### src/rtl/paddle_input_conditioner.sv
// paddle_input_conditioner
// Synchronises, debounces and conditions the four active-low paddle buttons
// (P1 up/down, P2 up/down) into clean levels, press pulses and move pulses.
// Optional hold-to-repeat is built when PADDLE_AUTO_REPEAT_EN is defined;
// without it every accepted press yields exactly one move pulse.
//
// Pair lockout: while both buttons of a pair read pressed, that pair's move
// pulses are suppressed. A pair whose two buttons are accepted on the very
// same edge still gets the move from that press; the lockout applies from
// then on. The repeat timers keep running underneath the lockout.
//
// Move requests and the lockout look at the level that is being registered
// on the same edge, so a move pulse never appears alongside a level of 0.
module paddle_input_conditioner #(
  parameter int SYNC_STAGES     = 2,
  parameter int DEBOUNCE_CYCLES = 500000,
  parameter int REPEAT_DELAY    = 15000000,
  parameter int REPEAT_PERIOD   = 2500000
) (
  input  logic       CLOCK_50,
  input  logic       RESET_N,
  input  logic [3:0] btn_raw_n,
  output logic [3:0] btn_level,
  output logic [3:0] btn_press,
  output logic [3:0] btn_move
);

  // One counter width covers the largest count parameter.
  localparam int MAX_DR    = (DEBOUNCE_CYCLES > REPEAT_DELAY) ? DEBOUNCE_CYCLES : REPEAT_DELAY;
  localparam int MAX_COUNT = (MAX_DR > REPEAT_PERIOD) ? MAX_DR : REPEAT_PERIOD;
  localparam int CW        = (MAX_COUNT > 1) ? $clog2(MAX_COUNT) : 1;

  localparam logic [CW-1:0] DB_LAST = CW'(DEBOUNCE_CYCLES - 1);

  logic [3:0]    sync_q [SYNC_STAGES];
  logic [3:0]    s;
  logic [3:0]    lvl;
  logic [3:0]    lvl_next;
  logic [3:0]    db_hit;
  logic [CW-1:0] db_cnt [4];
  logic [3:0]    press_next;
  logic          pair01_lock;
  logic          pair23_lock;
  logic [3:0]    lock;

  // Synchroniser chain on the inverted (active-high) raw buttons.
  always_ff @(posedge CLOCK_50) begin
    if (!RESET_N) begin
      for (int k = 0; k < SYNC_STAGES; k++) sync_q[k] <= '0;
    end else begin
      sync_q[0] <= ~btn_raw_n;
      for (int k = 1; k < SYNC_STAGES; k++) sync_q[k] <= sync_q[k-1];
    end
  end

  assign s = sync_q[SYNC_STAGES-1];

  // Debounce decision: toggle the stable level once the mismatch has lasted long enough.
  always_comb begin
    db_hit   = '0;
    lvl_next = lvl;
    for (int i = 0; i < 4; i++) begin
      db_hit[i]   = (s[i] != lvl[i]) && (db_cnt[i] == DB_LAST);
      lvl_next[i] = lvl[i] ^ db_hit[i];
    end
  end

  // Debounce state: any return to the stable level restarts the count.
  always_ff @(posedge CLOCK_50) begin
    if (!RESET_N) begin
      lvl <= '0;
      for (int i = 0; i < 4; i++) db_cnt[i] <= '0;
    end else begin
      lvl <= lvl_next;
      for (int i = 0; i < 4; i++) begin
        if ((s[i] == lvl[i]) || db_hit[i]) db_cnt[i] <= '0;
        else                               db_cnt[i] <= db_cnt[i] + 1'b1;
      end
    end
  end

  assign btn_level  = lvl;
  assign press_next = lvl_next & ~lvl;

  // Lock a pair while both levels are 1, except on the edge where both rise together.
  assign pair01_lock = lvl_next[0] & lvl_next[1] & (lvl[0] | lvl[1]);
  assign pair23_lock = lvl_next[2] & lvl_next[3] & (lvl[2] | lvl[3]);
  assign lock        = {pair23_lock, pair23_lock, pair01_lock, pair01_lock};

  // Press pulse registered on the same edge that raises the level.
  always_ff @(posedge CLOCK_50) begin
    if (!RESET_N) btn_press <= '0;
    else          btn_press <= press_next;
  end

`ifdef PADDLE_AUTO_REPEAT_EN
  typedef enum logic [1:0] {IDLE, DELAY, REPEAT} rpt_state_e;

  localparam logic [CW-1:0] RD_LAST = CW'(REPEAT_DELAY - 1);
  localparam logic [CW-1:0] RP_LAST = CW'(REPEAT_PERIOD - 1);

  rpt_state_e    rpt_state [4];
  logic [CW-1:0] rpt_cnt   [4];

  // Per-channel repeat FSM with registered, lock-masked move pulses.
  always_ff @(posedge CLOCK_50) begin
    if (!RESET_N) begin
      btn_move <= '0;
      for (int i = 0; i < 4; i++) begin
        rpt_state[i] <= IDLE;
        rpt_cnt[i]   <= '0;
      end
    end else begin
      for (int i = 0; i < 4; i++) begin
        if (!lvl_next[i]) begin
          rpt_state[i] <= IDLE;
          rpt_cnt[i]   <= '0;
          btn_move[i]  <= 1'b0;
        end else begin
          case (rpt_state[i])
            IDLE: begin
              rpt_cnt[i]  <= '0;
              btn_move[i] <= press_next[i] & ~lock[i];
              if (press_next[i]) rpt_state[i] <= DELAY;
            end
            DELAY: begin
              if (rpt_cnt[i] == RD_LAST) begin
                rpt_cnt[i]   <= '0;
                btn_move[i]  <= ~lock[i];
                rpt_state[i] <= REPEAT;
              end else begin
                rpt_cnt[i]  <= rpt_cnt[i] + 1'b1;
                btn_move[i] <= 1'b0;
              end
            end
            REPEAT: begin
              if (rpt_cnt[i] == RP_LAST) begin
                rpt_cnt[i]  <= '0;
                btn_move[i] <= ~lock[i];
              end else begin
                rpt_cnt[i]  <= rpt_cnt[i] + 1'b1;
                btn_move[i] <= 1'b0;
              end
            end
            default: begin
              rpt_state[i] <= IDLE;
              rpt_cnt[i]   <= '0;
              btn_move[i]  <= 1'b0;
            end
          endcase
        end
      end
    end
  end
`else
  // One move per accepted press, masked by the pair lockout.
  always_ff @(posedge CLOCK_50) begin
    if (!RESET_N) btn_move <= '0;
    else          btn_move <= press_next & ~lock;
  end
`endif

endmodule
### config.mk
export PLATFORM = sky130hd
export DESIGN_NAME = paddle_input_conditioner
export DESIGN_NICKNAME = d
export VERILOG_FILES = /design/src/rtl/paddle_input_conditioner.sv
export SDC_FILE = /design/constraint.sdc
export NUM_CORES = 1
export LEC_CHECK = 0
export BUFFER_PORTS_ARGS = -buffer_cell sky130_fd_sc_hd__buf_2
export CORE_ASPECT_RATIO = 1.4
export CORE_UTILIZATION = 56
export CTS_BUF_LIST = sky130_fd_sc_hd__clkbuf_16
export DETAILED_ROUTE_END_ITERATION = 12
export PLACE_DENSITY = 0.76
export SLEW_MARGIN = 20
export SYNTH_ARGS = -nofsm -noshare
export SYNTH_HDL_FRONTEND = slang
export SYNTH_SLANG_ARGS = --single-unit
### constraint.sdc
create_clock -name CLOCK_50 -period 1.9 [get_ports CLOCK_50]
set_clock_uncertainty 0.05 [all_clocks]
set_input_delay 0.38 -clock CLOCK_50 [delete_from_list [all_inputs] [get_ports CLOCK_50]]
set_output_delay 0.38 -clock CLOCK_50 [all_outputs]
set_load 0.005 [all_outputs]
==> flow_metrics.tcl, run 1 <==
set metrics [dict create \
    tritoncts "yes" \
    critPathKind "flip-flop to flip-flop" \
    cts.path.max_buffers 2 \
    timing.critical_path.slowest_stage_cell "sky130_fd_sc_hd__or3_2" \
    place.gp.congestion 0.8717 \
    p_comb_frac 0.059 \
    clock_power_share 0.499 \
    highest-signal-layer "met4" \
    drtPass1Iterations 5 \
    final_cell_mix "103 x sky130_fd_sc_hd__buf_4, 96 x sky130_fd_sc_hd__edfxtp_1, 96 x sky130_fd_sc_hd__conb_1, 70 x sky130_fd_sc_hd__nor2_1, 32 x sky130_fd_sc_hd__nand3_1" \
    worst-path-max-fanout 6 \
    drc 0 \
    flop_to_flop_setup_slack_ps -60 \
    cellLeakagePower_nw 3.113 \
    route.antenna.remaining_nets 0 \
    synthesis.instances 595 \
    unrepaired_setup_endpoints_after_global_routing "yes" \
    holdBufCountCts 0 \
    report.power.total_mw 6.661 \
    insertedDiodeCount 0 \
    setup_viol 16 \
    violations "negative setup slack" \
    clock.fmax_ghz 0.5099 \
    grt_util_all_layers 0.2650 \
    syn_area_sq_um 6095 \
    flip_flop_and_latch_area_sq_um 3283 \
    row_count 44 \
    die_x_um 90.17 \
    gr-total-overflow 0 \
    post_synth.cell_area_avg_sq_um 10.24 \
    crit_path_cell_trace "nand3_2 > or3_2 > o31ai_1 > a21oi_1" \
    num_vias 5528 \
    worst_ep_required_time_ps 2000 \
    ys.warnings.count 0 \
    worstSkewPairLatency_ps 420 \
    wl_met2_um 8701 \
    global_route_wire_length_before_repair_um 23980 \
    cts-buffers-inserted 17 \
    initial_core_util 0.5827 \
    worstHoldPathType "input port to flip-flop" \
    die-area_sq_um 11310 \
    netlist-cell-type-count 41 \
    synth-seq-area-share 0.5387 \
    clkSlewWorstSetupHoldPaths_ps 60 \
    final_common_cell "sky130_fd_sc_hd__buf_4" \
    core_area_sq_um 10460 \
    yosys_reg_bits 116 \
    cts-root-buf "sky130_fd_sc_hd__clkbuf_16" \
    hpwl_um 9777 \
    layoutNonFillerInstCount 972 \
    first_global_vias 5496 \
    pin_count_of_the_biggest_net_entering_global_routing 25 \
    crit_path_end_kind "flip-flop" \
    fp.dieH_um 125.4 \
    syn2layout_area_growth_pct 38.82 \
    initial_antenna_violation_count 0 \
    final.min_clock_period_ps 1961 \
    multi_input_area_sq_um 3321 \
    crit_path_start_kind "flip-flop" \
    number_of_port_buffers 17 \
    via_per_inst 5.687 \
    clock_sink_count 116 \
    met3_wirelength_um 820 \
    cp.arrival_ps 2060 \
    worst_setup_margin_ps -61.10 \
    period_share 1.032 \
    seq_power_share 0.442 \
    netSwitchingFraction 0.2186 \
    nFillCells 616 \
    final_layout_size_suffix_gt1_frac 0.2674 \
    placed_cells 912 \
    cts-htree-levels 4 \
    slowest_delay_ps 600 \
    wl_um 16000 \
    run_status "complete, but fails checks" \
    cellInternalPower_mw 5.205 \
    power_per_cell_area_nw_per_um2 787.3 \
    initialDrtViolationCount 319 \
    finalNetCount 831 \
    switchingPower_mw 1.456 \
    cap_viol_max_count 0 \
    final-max-slew-violation-count 0 \
    met1Wirelength_um 6140 \
    hold_viol_final 0 \
    io_pins 18 \
    peakVddDrop_mv 0.7311 \
    avgRoutedWirePerCell_um 16.47 \
    final.hold.worst_slack_ps 89.66 \
]
[path summary, 6_finish.rpt]
| path | start | endpoint | cells past startpoint |
|---|---|---|---|
| max | db_cnt[0][14] | db_cnt[0][19] | 4 |
| min | btn_raw_n[1] | sync_q[0][1] | 2 |
| max reg2reg | db_cnt[0][14] | db_cnt[0][19] | 4 |
| min reg2reg | sync_q[0][0] | sync_q[0][4] | 1 |
[cells by family after synthesis]
logic type	count (synthesis)	share of synthesized area
AOI/OAI and AO/OA	84	0.07924
xor gates and xnor gates	57	0.08191
adders and majority gates	4	0.008212
buffers and inverters	37	0.02443
DFF	116	0.5387
muxes	1	0.001642
other	1	0.0006153
and+or+nand+nor	295	0.2652
[cell usage after synthesis, drive strengths merged]
master | number | area share
or3 | 25 | 0.026
o21ai | 24 | 0.020
clkinv | 1 | 0.00062
and3 | 9 | 0.0092
mux2i | 1 | 0.0016
o41ai | 1 | 0.0014
nor4bb | 2 | 0.0033
o211ai | 3 | 0.0037
xor2 | 31 | 0.045
inv | 15 | 0.0092
conb | 1 | 0.00062
nand3 | 39 | 0.032
nor4 | 19 | 0.020
nor2b | 1 | 0.0010
or2 | 5 | 0.0051
nand4 | 30 | 0.032
dfxtp | 20 | 0.066
o31a | 2 | 0.0029
a21oi | 38 | 0.031
nor3 | 13 | 0.011
a21bo | 1 | 0.0016
nor4b | 3 | 0.0043
or4 | 15 | 0.018
nand2b | 1 | 0.0010
a21o | 1 | 0.0012
nor2 | 70 | 0.043
and4 | 18 | 0.026
edfxtp | 96 | 0.47
and2 | 10 | 0.010
nand3b | 2 | 0.0025
xnor2 | 26 | 0.037
buf | 8 | 0.0066
a31o | 1 | 0.0014
ha | 4 | 0.0082
nand2 | 32 | 0.020
clkbuf | 13 | 0.0080
or4b | 1 | 0.0016
o31ai | 13 | 0.016
[area by class of cell]
| cell class | instances | share of cell area |
|---|---|---|
| clock buffers | 17 | 0.05028 |
| multi-input cells | 539 | 0.3925 |
| flip-flops and latches | 116 | 0.3881 |
| clock inverters | 15 | 0.02233 |
| repair buffers | 131 | 0.1193 |
| inverters | 16 | 0.007098 |
| well taps | 138 | 0.02041 |
[power by group through the flow]
stage	combinational, mW	clock [mW]	sequential (mW)
2_1_floorplan	0.164	0	2.98
3_3_place_gp	0.301	0	2.97
3_5_place_dp	0.314	0	2.98
4_1_cts	0.331	3.35	2.93
5_1_grt	0.426	3.44	2.96
6_report	0.391	3.33	2.94
[sequential cells by signal, summed over array words and instances (netlist names)]
register,flops
db_cnt,96
sync_q,8
btn_level,4
btn_move,4
btn_press,4
[timing repair]
action,in CTS,in global routing
setup buffers,5,18
setup endpoints to repair,36,102
hold endpoints to repair,0,0
pin swaps,4,25
resized for setup,13,51
gates cloned,0,5
[worst max-delay path, delay by kind of cell, from the launching register on]
family / cells / cell delay (ps)
simple gates: 2 / 760
compound gates: 2 / 420
flops: 1 / 470
[through the flow]
step / instance area [sq um] / setup slack, ps / util / setup TNS [ps]
finish: 8461 / -61.10 / 0.8089 / -238.3
global route: 8461 / -109.3 / 0.8089 / -2494
CTS: 8055 / -8.233 / 0.7701 / -12.19
detailed placement: 7350 / -30.73 / 0.7026 / -75.34
global placement: 7350 / 43.99 / 0.7026 / 0
floorplan: 6516 / -11.09 / - / -153.7
[per-layer routing]
metal / track usage / up-vias
li1: - / 2611
met1: 0.2769 / 2686
met2: 0.5002 / 193
met3: 0.06083 / 38
met4: 0.1157 / 0
met5: 0 / -
(Power assumes the default switching activity.)
==> run 2: changes to the inputs <==
--- a/config.mk
+++ b/config.mk
@@ -6,11 +6,13 @@
 export NUM_CORES = 1
 export LEC_CHECK = 0
 export BUFFER_PORTS_ARGS = -buffer_cell sky130_fd_sc_hd__buf_2
+export CELL_PAD_IN_SITES_DETAIL_PLACEMENT = 0
+export CELL_PAD_IN_SITES_GLOBAL_PLACEMENT = 1
 export CORE_ASPECT_RATIO = 1.4
-export CORE_UTILIZATION = 56
+export CORE_UTILIZATION = 45
 export CTS_BUF_LIST = sky130_fd_sc_hd__clkbuf_16
 export DETAILED_ROUTE_END_ITERATION = 12
-export PLACE_DENSITY = 0.76
+export PLACE_DENSITY_LB_ADDON = 0.1
 export SLEW_MARGIN = 20
 export SYNTH_ARGS = -nofsm -noshare
 export SYNTH_HDL_FRONTEND = slang
==> flow_metrics.tcl, run 2 (synthesis results as in run 1) <==
set metrics [dict create \
    initialDrtViolationCount 155 \
    p_comb_frac 0.059 \
    crit-reg2reg-capture "db_cnt[3][22]" \
    min_delay_worst_endpoint "sync_q[0][3]" \
    max_ffs_per_register 96 \
    via_per_inst 5.147 \
    core_area_sq_um 13000 \
    run_status "complete, but fails checks" \
    setup_viol 3 \
    final_layout_size_suffix_gt1_frac 0.2572 \
    cts-buffers-inserted 17 \
    clock.fmax_ghz 0.5233 \
    grt_util_all_layers 0.2019 \
    tritoncts "yes" \
    num_vias 5219 \
    r2r_cells 5 \
    worst_setup_margin_ps -10.90 \
    critPathKind "flip-flop to flip-flop" \
    crit_path_start_kind "flip-flop" \
    power_per_cell_area_nw_per_um2 727.3 \
    pin_count_of_the_biggest_net_entering_global_routing 25 \
    clock_power_share 0.458 \
    flip_flop_and_latch_area_sq_um 3283 \
    clkSlewWorstSetupHoldPaths_ps 50 \
    place.gp.congestion 0.8683 \
    cts-htree-levels 4 \
    die-area_sq_um 14020 \
    peakVddDrop_mv 0.5783 \
    cts-root-buf "sky130_fd_sc_hd__clkbuf_16" \
    cellInternalPower_mw 4.757 \
    worst-path-max-fanout 4 \
    worst_hold_path.num_cells 2 \
    fp.dieH_um 139.7 \
    hpwl_um 9508 \
    multi_input_area_sq_um 3311 \
    cp.arrival_ps 2130 \
    io_pins 18 \
    avgRoutedWirePerCell_um 13.57 \
    hp_start "btn_raw_n[3]" \
    first_global_vias 4934 \
    netSwitchingFraction 0.2205 \
    totalNegativeSetupSlack_ps -21.31 \
    cellLeakagePower_nw 3.098 \
    die_x_um 100.4 \
    final-max-slew-violation-count 0 \
    postPlaceCellArea_sq_um 7440 \
    insertedDiodeCount 0 \
    most_flop_heavy_register "db_cnt" \
    cap_viol_max_count 0 \
    holdBufCountCts 0 \
    global_route_wire_length_before_repair_um 22370 \
    syn2layout_area_growth_pct 37.67 \
    worstHoldPathType "input port to flip-flop" \
    unrepaired_setup_endpoints_after_global_routing "yes" \
    drtPass1Iterations 4 \
    route.antenna.remaining_nets 0 \
    hold_viol_final 0 \
    seq_power_share 0.483 \
    wl_um 13760 \
    final.min_clock_period_ps 1911 \
    finalNetCount 834 \
    violations "negative setup slack" \
    crit-reg2reg-launch "db_cnt[3][7]" \
    number_of_port_buffers 17 \
    row_count 49 \
    crit_path_end_kind "flip-flop" \
    clock_sink_count 116 \
    flop_to_flop_setup_slack_ps -10 \
    cts.path.max_buffers 2 \
    final_cell_mix "110 x sky130_fd_sc_hd__buf_4, 96 x sky130_fd_sc_hd__edfxtp_1, 96 x sky130_fd_sc_hd__conb_1, 68 x sky130_fd_sc_hd__nor2_1, 35 x sky130_fd_sc_hd__nand3_1" \
    period_share 1.006 \
    nFillCells 1101 \
    initial_antenna_violation_count 0 \
    largest_registers "db_cnt: 96 flops, sync_q: 8 flops" \
    final_common_cell "sky130_fd_sc_hd__buf_4" \
    worst_ep_required_time_ps 2120 \
    drc 0 \
    gr-total-overflow 0 \
    report.power.total_mw 6.103 \
    initial_core_util 0.4689 \
    layout.cell_area.non_filler_sq_um 8391 \
    final.hold.worst_slack_ps 92.04 \
    worstSkewPairLatency_ps 410 \
    switchingPower_mw 1.346 \
]
==> run 2: power by group through the flow <==
| stage | sequential (mW) | clock, mW | combinational [mW] |
|---|---|---|---|
| global route | 2.96 | 2.97 | 0.405 |
| global placement | 2.98 | 0 | 0.306 |
| CTS | 2.94 | 2.85 | 0.316 |
| floorplan | 2.98 | 0 | 0.164 |
| finish | 2.94 | 2.80 | 0.360 |
| detailed placement | 2.98 | 0 | 0.311 |
==> run 2: final cells by class <==
type / count / share of cell area
multi-input cells: 538 / 0.3946
flip-flops and latches: 116 / 0.3913
well taps: 178 / 0.02654
repair buffers: 135 / 0.1196
clock buffers: 17 / 0.05070
inverters: 16 / 0.007158
clock inverters: 14 / 0.01014
==> run 2: per-stage QoR <==
stage | utilization | setup slack, ps | std cells
floorplan | - | -11.09 | 690
global route | 0.6456 | -132.2 | 1014
global placement | 0.5724 | -32.95 | 959
finish | 0.6456 | -10.90 | 1014
CTS | 0.6148 | -9.459 | 990
detailed placement | 0.5724 | -80.29 | 959
==> run 2: worst max-delay path, cell delays in order, from the launching register on <==
cell,delay [ps]
sky130_fd_sc_hd__edfxtp_1,390
sky130_fd_sc_hd__nand4_1,140
sky130_fd_sc_hd__buf_4,170
sky130_fd_sc_hd__or4_4,540
sky130_fd_sc_hd__or3_4,340
sky130_fd_sc_hd__a21oi_2,140
==> run 2: how the worst max path moves through the flow <==
stage,start,endpoint,slack (ps),cells after the start
6_report,db_cnt[3][7],db_cnt[3][22],-10,5
5_1_grt,db_cnt[1][12],db_cnt[1][13],-130,5
4_1_cts,db_cnt[3][5],db_cnt[3][22],-9,5
3_5_place_dp,db_cnt[2][7],db_cnt[2][15],-80,5
3_3_place_gp,db_cnt[0][0],db_cnt[0][20],-30,5
2_1_floorplan,db_cnt[3][6],db_cnt[3][10],-10,5
==> run 2: per-layer routing <==
layer  vias up  GRT usage  routed length (um)
li1       2617          -                   -
met1      2501     0.2421                5891
met2        81     0.3522                7254
met3        20    0.04119                 384
met4         0    0.07628                 224
met5         -          0                   0
==> run 2: timing repair <==
action,in CTS,in global routing
setup endpoints to repair,42,98
pin swaps,3,24
gates cloned,0,3
setup buffers,0,22
gates resized for setup,10,52
==> run 3: changes to the inputs <==
--- a/config.mk
+++ b/config.mk
@@ -12,7 +12,7 @@
 export CORE_UTILIZATION = 45
 export CTS_BUF_LIST = sky130_fd_sc_hd__clkbuf_16
 export DETAILED_ROUTE_END_ITERATION = 12
-export PLACE_DENSITY_LB_ADDON = 0.1
+export PLACE_DENSITY = 0.75
 export SLEW_MARGIN = 20
 export SYNTH_ARGS = -nofsm -noshare
 export SYNTH_HDL_FRONTEND = slang
==> flow_metrics.tcl, run 3 (synthesis results as in run 1) <==
set metrics [dict create \
    gr-total-overflow 0 \
    worstHoldPathType "input port to flip-flop" \
    syn2layout_area_growth_pct 36.81 \
    hold_viol_final 0 \
    cts.path.max_buffers 2 \
    die_x_um 100.4 \
    postPlaceCellArea_sq_um 7395 \
    grt_util_all_layers 0.2011 \
    setup.worst_path.start "db_cnt[3][5]" \
    drc 0 \
    worstSkewPairLatency_ps 420 \
    peakVddDrop_mv 0.7177 \
    largest_registers "db_cnt: 96 flops, sync_q: 8 flops" \
    nFillCells 1109 \
    cts-root-buf "sky130_fd_sc_hd__clkbuf_16" \
    layoutNonFillerInstCount 1006 \
    final_common_cell "sky130_fd_sc_hd__buf_4" \
    worst_ep_required_time_ps 2120 \
    power_per_cell_area_nw_per_um2 769.9 \
    num_vias 5143 \
    number_of_port_buffers 17 \
    initial_core_util 0.4689 \
    period_share 0.9960 \
    fp.dieH_um 139.7 \
    drtPass1Iterations 5 \
    die-area_sq_um 14020 \
    cts-htree-levels 4 \
    setup_viol 0 \
    core_area_sq_um 13000 \
    most_flop_heavy_register "db_cnt" \
    cp.arrival_ps 2120 \
    row_count 49 \
    final.min_clock_period_ps 1892 \
    final_layout_size_suffix_gt1_frac 0.2524 \
    max_ffs_per_register 96 \
    final_cell_mix "106 x sky130_fd_sc_hd__buf_4, 96 x sky130_fd_sc_hd__edfxtp_1, 96 x sky130_fd_sc_hd__conb_1, 70 x sky130_fd_sc_hd__nor2_1, 35 x sky130_fd_sc_hd__nand3_1" \
    crit_path_start_kind "flip-flop" \
    final-max-slew-violation-count 0 \
    initial_antenna_violation_count 0 \
    io_pins 18 \
    cap_viol_max_count 0 \
    unrepaired_setup_endpoints_after_global_routing "yes" \
    hp_start "btn_raw_n[3]" \
    wl_um 13610 \
    finalNetCount 825 \
    clkSlewWorstSetupHoldPaths_ps 50 \
    clock_sink_count 116 \
    cts-buffers-inserted 17 \
    cellLeakagePower_nw 3.076 \
    worst-path-max-fanout 5 \
    insertedDiodeCount 0 \
    layout.cell_area.non_filler_sq_um 8338 \
    hpwl_um 9621 \
    avgRoutedWirePerCell_um 13.53 \
    crit-reg2reg-launch "db_cnt[3][5]" \
    critPathKind "flip-flop to flip-flop" \
    crit_path_end_kind "flip-flop" \
    place.gp.congestion 0.8074 \
    run_status "finished, final reports clean" \
    global_route_wire_length_before_repair_um 22210 \
    initialDrtViolationCount 148 \
    via_per_inst 5.112 \
    pin_count_of_the_biggest_net_entering_global_routing 25 \
    tritoncts "yes" \
    holdBufCountCts 0 \
    first_global_vias 4942 \
    route.antenna.remaining_nets 0 \
    totalNegativeSetupSlack_ps 0 \
    placed_cells 953 \
    clock.fmax_ghz 0.5285 \
]
## run 3: final cells by class
class	instances	area (sq um)	area share
clock buffers	17	425.4	0.05102
clock inverters	15	148.9	0.01786
inverters	16	60.06	0.007203
multi-input cells	538	3266	0.3917
flip-flops and latches	116	3283	0.3938
well taps	178	222.7	0.02671
repair buffers	126	932.1	0.1118
## run 3: worst max-delay path, cell delays in order, from the launching register on
cell and delay (ps):
sky130_fd_sc_hd__edfxtp_1 390, sky130_fd_sc_hd__nand4_1 140, sky130_fd_sc_hd__buf_4 170, sky130_fd_sc_hd__or4_4 540, sky130_fd_sc_hd__or3_1 340, sky130_fd_sc_hd__a21oi_2 120
## run 3: where the power goes
group	total (mW)	switching [mW]	internal, mW
logic	0.349	0.185	0.164
registers	2.94	0.0867	2.85
clock network	3.13	1.11	2.02
## run 3: repair_timing
item / in CTS / in global routing
resized for setup: 7 / 44
cloned: 0 / 2
buffers inserted: 1 / 18
pin swaps: 2 / 21
endpoints found under the setup margin: 13 / 102
## run 3: path summary, 6_finish.rpt
kind	endpoint	slack, ps	depth (start not counted)
setup / recovery	db_cnt[3][20]	8	5
hold / removal	sync_q[0][3]	80	2
setup reg to reg	db_cnt[3][20]	8	5
hold reg to reg	sync_q[0][4]	380	1
## run 3: per-stage QoR
step,util,total power [mW],hold slack [ps],setup WS [ps]
after floorplan,-,3.145,361.9,-11.09
after detailed placement,0.5689,3.288,369.9,-45.96
after global routing,0.6415,6.617,72.14,-68.63
after CTS,0.6157,6.434,65.90,0.06106
after global placement,0.5689,3.278,365.0,-3.654
final,0.6415,6.420,79.53,7.673
## run 3: per-layer routing
layer,vias to the layer above,track usage,share of wire
li1,2595,-,-
met1,2462,0.2308,0.43
met2,66,0.3558,0.53
met3,20,0.05224,0.030
met4,0,0.07246,0.017
met5,-,0,0
